File: src/rtl/lcd_16x2_ctrl_pkg.sv
// Shared definitions for the 16x2 LCD sequencer: state encoding, HD44780 command
// bytes and the power-up init command list.
package lcd_pkg;

  typedef enum logic [3:0] {
    PWR_WAIT,
    INIT_ISSUE,
    INIT_WAIT,
    CLR_WAIT,
    IDLE,
    ADDR1,
    CHAR,
    ADDR2,
    XFER_WAIT
  } state_t;

  localparam logic [7:0] CMD_FUNC_8BIT_2L = 8'h38;
  localparam logic [7:0] CMD_DISP_ON      = 8'h0C;
  localparam logic [7:0] CMD_ENTRY_INC    = 8'h06;
  localparam logic [7:0] CMD_CLEAR        = 8'h01;
  localparam logic [7:0] CMD_LINE1        = 8'h80;
  localparam logic [7:0] CMD_LINE2        = 8'hC0;

  localparam int unsigned INIT_LEN = 5;

  function automatic logic [7:0] init_rom(input logic [2:0] idx);
    case (idx)
      3'd0:    return CMD_FUNC_8BIT_2L;
      3'd1:    return CMD_FUNC_8BIT_2L;
      3'd2:    return CMD_DISP_ON;
      3'd3:    return CMD_ENTRY_INC;
      3'd4:    return CMD_CLEAR;
      default: return 8'h00;
    endcase
  endfunction

endpackage

File: src/rtl/lcd_16x2_ctrl_if.sv
// Byte-level handshake between the sequencer and the LCD byte writer.
interface lcd_16x2_ctrl_if;
  logic [7:0] lcd_byte;
  logic       lcd_cd;
  logic       lcd_start;
  logic       lcd_done;

  modport master (output lcd_byte, output lcd_cd, output lcd_start, input lcd_done);
  modport slave  (input lcd_byte, input lcd_cd, input lcd_start, output lcd_done);
endinterface

File: src/rtl/lcd_16x2_ctrl_frame_buf.sv
// 32x8 character frame buffer: one synchronous write port, one asynchronous read
// port, all entries reset to ASCII space.
module lcd_frame_buf (
  input  logic       clk,
  input  logic       rst,
  input  logic       we,
  input  logic [4:0] waddr,
  input  logic [7:0] wdata,
  input  logic [4:0] raddr,
  output logic [7:0] rdata
);

  logic [7:0] mem [32];

  always_ff @(posedge clk or negedge rst) begin
    if (!rst) begin
      mem <= '{default: 8'h20};
    end else if (we) begin
      mem[waddr] <= wdata;
    end
  end

  assign rdata = mem[raddr];

endmodule

File: src/rtl/lcd_16x2_ctrl.sv
// 16x2 LCD sequencer: power-up delay, HD44780 init list, then 34-byte frame
// streaming (line address + 16 chars per line) through a one-byte writer handshake.
module lcd_16x2_ctrl #(
  parameter int POWER_UP_CYCLES   = 1000000,
  parameter int CLEAR_WAIT_CYCLES = 100000,
  parameter int CNT_W             = 20
) (
  input  logic                   clk,
  input  logic                   rst,
  input  logic                   wr_en,
  input  logic [4:0]             wr_addr,
  input  logic [7:0]             wr_char,
  input  logic                   refresh,
  lcd_16x2_ctrl_if.master        lcd,
  output logic                   ready,
  output logic                   busy
);

  import lcd_pkg::*;

  state_t           state_q, state_d;
  logic [CNT_W-1:0] cnt_q;
  logic [2:0]       idx_q;
  logic [4:0]       pos_q;
  logic             pending_q;
  logic [7:0]       byte_d;
  logic             cd_d;
  logic             start_d;
  logic [7:0]       rd_char;
  logic             last_init;
  logic             pwr_done;
  logic             clr_done;

  lcd_frame_buf u_buf (
    .clk   (clk),
    .rst   (rst),
    .we    (wr_en),
    .waddr (wr_addr),
    .wdata (wr_char),
    .raddr (pos_q),
    .rdata (rd_char)
  );

  assign last_init = (idx_q == 3'(INIT_LEN - 1));
  assign pwr_done  = (cnt_q == CNT_W'(POWER_UP_CYCLES - 1));
  assign clr_done  = (cnt_q == CNT_W'(CLEAR_WAIT_CYCLES - 1));

  always_ff @(posedge clk or negedge rst) begin
    if (!rst) state_q <= PWR_WAIT;
    else      state_q <= state_d;
  end

  // In XFER_WAIT the held lcd_cd tells whether the outstanding byte was an
  // address command (next is a char) or a character (advance pos).
  always_comb begin
    state_d = state_q;
    case (state_q)
      PWR_WAIT:   if (pwr_done) state_d = INIT_ISSUE;
      INIT_ISSUE: state_d = INIT_WAIT;
      INIT_WAIT: begin
        if (lcd.lcd_done) begin
          if (lcd.lcd_byte == CMD_CLEAR) state_d = CLR_WAIT;
          else if (last_init)            state_d = IDLE;
          else                           state_d = INIT_ISSUE;
        end
      end
      CLR_WAIT:   if (clr_done) state_d = last_init ? IDLE : INIT_ISSUE;
      IDLE:       if (refresh || pending_q) state_d = ADDR1;
      ADDR1, CHAR, ADDR2: state_d = XFER_WAIT;
      XFER_WAIT: begin
        if (lcd.lcd_done) begin
          if (!lcd.lcd_cd)           state_d = CHAR;
          else if (pos_q == 5'd31)   state_d = IDLE;
          else if (pos_q == 5'd15)   state_d = ADDR2;
          else                       state_d = CHAR;
        end
      end
      default:    state_d = PWR_WAIT;
    endcase
  end

  always_comb begin
    byte_d  = lcd.lcd_byte;
    cd_d    = lcd.lcd_cd;
    start_d = 1'b0;
    case (state_q)
      INIT_ISSUE: begin byte_d = init_rom(idx_q); cd_d = 1'b0; start_d = 1'b1; end
      ADDR1:      begin byte_d = CMD_LINE1;       cd_d = 1'b0; start_d = 1'b1; end
      CHAR:       begin byte_d = rd_char;         cd_d = 1'b1; start_d = 1'b1; end
      ADDR2:      begin byte_d = CMD_LINE2;       cd_d = 1'b0; start_d = 1'b1; end
      default:    ;
    endcase
    ready = (state_q == IDLE);
    busy  = (state_q != IDLE);
  end

  always_ff @(posedge clk or negedge rst) begin
    if (!rst) begin
      cnt_q         <= '0;
      idx_q         <= '0;
      pos_q         <= '0;
      pending_q     <= 1'b0;
      lcd.lcd_byte  <= '0;
      lcd.lcd_cd    <= 1'b0;
      lcd.lcd_start <= 1'b0;
    end else begin
      if (state_q == PWR_WAIT || state_q == CLR_WAIT)
        cnt_q <= (state_d != state_q) ? '0 : cnt_q + CNT_W'(1);

      if (state_q == PWR_WAIT)
        idx_q <= '0;
      else if ((state_q == INIT_WAIT || state_q == CLR_WAIT) && state_d == INIT_ISSUE)
        idx_q <= idx_q + 3'd1;

      if (state_q == IDLE)
        pos_q <= '0;
      else if (state_q == XFER_WAIT && lcd.lcd_done && lcd.lcd_cd && state_d != IDLE)
        pos_q <= pos_q + 5'd1;

      if (state_q == IDLE) pending_q <= 1'b0;
      else if (refresh)    pending_q <= 1'b1;

      lcd.lcd_byte  <= byte_d;
      lcd.lcd_cd    <= cd_d;
      lcd.lcd_start <= start_d;
    end
  end

endmodule

File: src/flat_wrapper.sv
// flat-port wrapper written by rule: the top's interface ports become plain ports
module lcd_16x2_ctrl_flat import lcd_pkg::*;
#(
  parameter int POWER_UP_CYCLES   = 1000000,
  parameter int CLEAR_WAIT_CYCLES = 100000,
  parameter int CNT_W             = 20
)
  (clk, rst, wr_en, wr_addr, wr_char, refresh, ready, busy, lcd_lcd_byte, lcd_lcd_cd, lcd_lcd_start, lcd_lcd_done);
  lcd_16x2_ctrl_if lcd_i ();
  input  logic clk;
  input  logic rst;
  input  logic wr_en;
  input  logic [4:0] wr_addr;
  input  logic [7:0] wr_char;
  input  logic refresh;
  output logic ready;
  output logic busy;
  output wire logic [$bits(lcd_i.lcd_byte)-1:0] lcd_lcd_byte;
  output wire logic [$bits(lcd_i.lcd_cd)-1:0] lcd_lcd_cd;
  output wire logic [$bits(lcd_i.lcd_start)-1:0] lcd_lcd_start;
  input wire logic [$bits(lcd_i.lcd_done)-1:0] lcd_lcd_done;
  assign lcd_lcd_byte = lcd_i.lcd_byte;
  assign lcd_lcd_cd = lcd_i.lcd_cd;
  assign lcd_lcd_start = lcd_i.lcd_start;
  assign lcd_i.lcd_done = lcd_lcd_done;
  lcd_16x2_ctrl #(.POWER_UP_CYCLES(POWER_UP_CYCLES), .CLEAR_WAIT_CYCLES(CLEAR_WAIT_CYCLES), .CNT_W(CNT_W)) u_core (.clk(clk), .rst(rst), .wr_en(wr_en), .wr_addr(wr_addr), .wr_char(wr_char), .refresh(refresh), .lcd(lcd_i), .ready(ready), .busy(busy));
endmodule
File: config.mk
export PLATFORM = sky130hd
export DESIGN_NAME = lcd_16x2_ctrl_flat
export DESIGN_NICKNAME = d
export VERILOG_FILES = /design/src/rtl/lcd_16x2_ctrl_pkg.sv /design/src/rtl/lcd_16x2_ctrl_if.sv /design/src/rtl/lcd_16x2_ctrl_frame_buf.sv /design/src/rtl/lcd_16x2_ctrl.sv /design/src/flat_wrapper.sv
export SDC_FILE = /design/constraint.sdc
export NUM_CORES = 1
export LEC_CHECK = 0
export BUFFER_PORTS_ARGS = -buffer_cell sky130_fd_sc_hd__buf_4
export CORE_MARGIN = 2
export CORE_UTILIZATION = 60
export DETAILED_ROUTE_END_ITERATION = 8
export PLACE_DENSITY_LB_ADDON = 0.05
export SLEW_MARGIN = 40
export SYNTH_ARGS = -nofsm -noshare
export SYNTH_HDL_FRONTEND = slang
export SYNTH_SLANG_ARGS = --single-unit
File: constraint.sdc
create_clock -name clk -period 2.77 [get_ports clk]
set_clock_uncertainty 0.2 [all_clocks]
set_input_delay 0.277 -clock clk [delete_from_list [all_inputs] [get_ports clk]]
set_output_delay 0.277 -clock clk [all_outputs]
set_load 0.005 [all_outputs]
==> out/qor.yml <==
cp_max_fo: 26
rows: 56
synthCells: 1001
overflow: 0
cp_data_required_time_ps: 2930
period_needed_ps: 2590
clkTransAtPathRegs_ps: 60
netlist_area_sq_um: 14200
power_density_nw_per_um2: 692
hp-class: "input pin to flip-flop"
wl_per_cell_microns: 23.6
setup_viol: 0
yosys.area_share.adder_pct: 0.791
tns_ps: 0
synth_top_family_by_area: "multiplexers"
cts.sinks: 299
numCtsBuffers: 34
area_growth_pct: 14.3
outcome: "finished, final reports clean"
synth_edf_count: 0
ctsResizeCount: 0
slew_headroom_pct: 60.8
crit_type: "flip-flop to flip-flop"
end_kind: "flip-flop"
drc: 0
finalHoldViolations: 0
drt-total-wl_microns: 33300
grt_max_degree: 69
start_util_pct: 60.8
power_mw: 11.3
design_area_sq_um: 16300
p_leak_nw: 7.03
ys_warn_count: 0
setup_ws_ps: 178
async_flop_share_pct: 100
htree_levels: 2
grt_pass1_wl_microns: 52300
max_freq_ghz: 0.386
routed-via-count: 8797
synth-main-ff-cell: "dfrtp_1"
fin_hold_ws_ps: 127
cp.arrival_ps: 2750
via_per_inst: 6.24
synth_compound_area_share_pct: 3.37
yosys.area_share.simple_pct: 7.30
die-width_microns: 158
dieArea_sq_um: 25000
ios: 30
synthesis.nets: 1028
tritoncts: "built"
cap_violations: 0
finalCritPeriodShare_pct: 93.6
rsz0062_at_grt: "no"
core_area_sq_um: 23400
worst_pin_slew_ps: 587
peakVddDrop_v: 0.000584
dr.pass1.iters: 5
fp.dieH_microns: 158
place.gp.congestion: 0.859
clock_latency_ps: 510
n_antenna_cell: 0
dpl_worst_slack_ps: 193
startpoint_type: "flip-flop"
fin_nets: 1094
place_area_sq_um: 15200
portBuffers: 29
root_buffer: "clkbuf_16"
gr-usage-all-layers_pct: 28.0
grt_pass1_vias: 8895
synth_mux_area_share_pct: 32.9
synth.avg_cell_area_sq_um: 14.2
synth_cell_types: 63
r2r_setup_slack_ps: 180
slew_viol_final: 0
drive_gt1_share_pct: 47.8
grt_antenna_before_repair: 0
synth_xor_area_share_pct: 0.861
ys_ff_latch: 299
drt_iter0_drc: 566
ctsLongestPathBuffers: 3
dpl.hpwl_microns: 21600
synth-seq-area-share_pct: 52.8
drtAntennaViolNets: 0
synthesized netlist by cell type, drive strengths merged, types with 2 or more instances:
library cell	n	area (sq um)
dfrtp	267	6680
mux2	258	2910
mux4	76	1710
nand2	54	205
nor2	48	180
clkbuf	47	176
dfstp	32	841
nand3	19	95.1
o21ai	19	95.1
inv	13	48.8
a21oi	12	63.8
nand4	11	68.8
and3	10	62.6
buf	10	48.8
nor3	10	55.1
ha	9	113
xnor2	8	70.1
mux2i	7	70.1
nor2b	7	43.8
nor4	7	56.3
a211oi	6	62.6
a22oi	6	45.0
nand2b	6	37.5
xor2	6	52.6
nor3b	5	37.5
a31oi	4	25.0
nand3b	4	30.0
or2	4	25.0
and4	3	26.3
o22ai	3	18.8
a2111oi	2	17.5
a21o	2	15.0
a41o	2	20.0
and2	2	12.5
nor4b	2	32.5
o211ai	2	15.0
o311ai	2	25.0
or3	2	12.5
or3b	2	20.0
sequential cells by signal (all words and copies together) (netlist names):
name	cells
u_core.cnt_q	20
u_core.lcd.lcd_start	1
u_core.lcd.lcd_cd	1
u_core.pos_q	5
u_core.u_buf.mem	256
u_core.lcd.lcd_byte	8
u_core.idx_q	3
u_core.pending_q	1
u_core.state_q	4
layout by cell type, fill, tap and decap left out, drive strengths merged, types with 7 or more instances in the layout:
cell    Yosys  layout
dfrtp     267     267
mux2      258     258
buf        10      84
mux4       76      76
clkbuf     47      55
nand2      54      54
nor2       48      48
dfstp      32      32
nand3      19      19
o21ai      19      19
inv        13      14
a21oi      12      12
nand4      11      11
and3       10      10
nor3       10      10
ha          9       9
xnor2       8       8
nor2b       7       7
mux2i       7       7
nor4        7       7
report_power, final:
part / switching [mW] / internal, mW / total [mW]
logic: 0.539 / 0.861 / 1.40
registers: 0.377 / 5.16 / 5.54
clock network: 1.74 / 2.59 / 4.33
worst max-delay path, cell delays in order (launching register included):
cell      delay, ps
dfrtp_4         470
buf_12          240
mux4_2          530
mux4_2          530
a22oi_1         280
o311ai_0        180
worst paths after layout:
| path | start | endpoint | depth (start not counted) |
|---|---|---|---|
| worst max-delay path | u_core.pos_q[0]$_DFFE_PN0P_ | u_core.lcd.lcd_byte[0]$_DFFE_PN0P_ | 5 |
| worst min-delay path | wr_char[5] | u_core.u_buf.mem[173]$_DFFE_PN1P_ | 2 |
| worst max register to register | u_core.pos_q[0]$_DFFE_PN0P_ | u_core.lcd.lcd_byte[0]$_DFFE_PN0P_ | 5 |
| worst min register to register | u_core.pending_q$_DFFE_PN0P_ | u_core.pending_q$_DFFE_PN0P_ | 2 |
| max in group asynchronous | rst | u_core.u_buf.mem[141]$_DFFE_PN1P_ | 3 |
| min in group asynchronous | rst | u_core.u_buf.mem[251]$_DFFE_PN0P_ | 2 |
final cells by class:
class                           count  area, sq um
Sequential cell                   299         7530
Fill cell                        1674         7130
Multi-Input combinational cell    632         6440
Clock buffer                       55         1050
Timing Repair Buffer               87          781
Tap cell                          319          399
Inverter                           13         48.8
Clock inverter                      5         28.8
per-layer routing:
| metal | GRT usage, % | share of wire (%) | vias up |
|---|---|---|---|
| met2 | 43.8 | 47 | 237 |
| met3 | 4.90 | 5.7 | 50 |
| li1 | - | - | 3861 |
| met4 | 7.04 | 1.9 | 0 |
| met1 | 41.3 | 46 | 4649 |
| met5 | 0 | 0 | - |
kinds of logic (layout without fill, tap and decap cells):
group	after synthesis	count (layout)
buffers and inverters	70	160
XOR/XNOR	14	14
AND/OR/NAND/NOR	200	200
multiplexers	341	341
AO/OA/AOI/OAI	68	68
adder cells (fa/ha/maj)	9	9
flip-flops	299	299
per-stage QoR:
| step | std cells | utilization (%) |
|---|---|---|
| after floorplan | 1001 | - |
| after global placement | 1346 | 64.8 |
| after detailed placement | 1346 | 64.8 |
| after CTS | 1409 | 69.5 |
| after global routing | 1410 | 69.6 |
| final | 1410 | 69.6 |
what timing repair did:
| item | CTS | global route |
|---|---|---|
| setup buffers | 0 | 1 |
| setup endpoints to repair | 0 | 2 |
| hold endpoints to repair | 86 | 0 |
| hold buffers | 3 | 0 |
(Power assumes the default switching activity.)
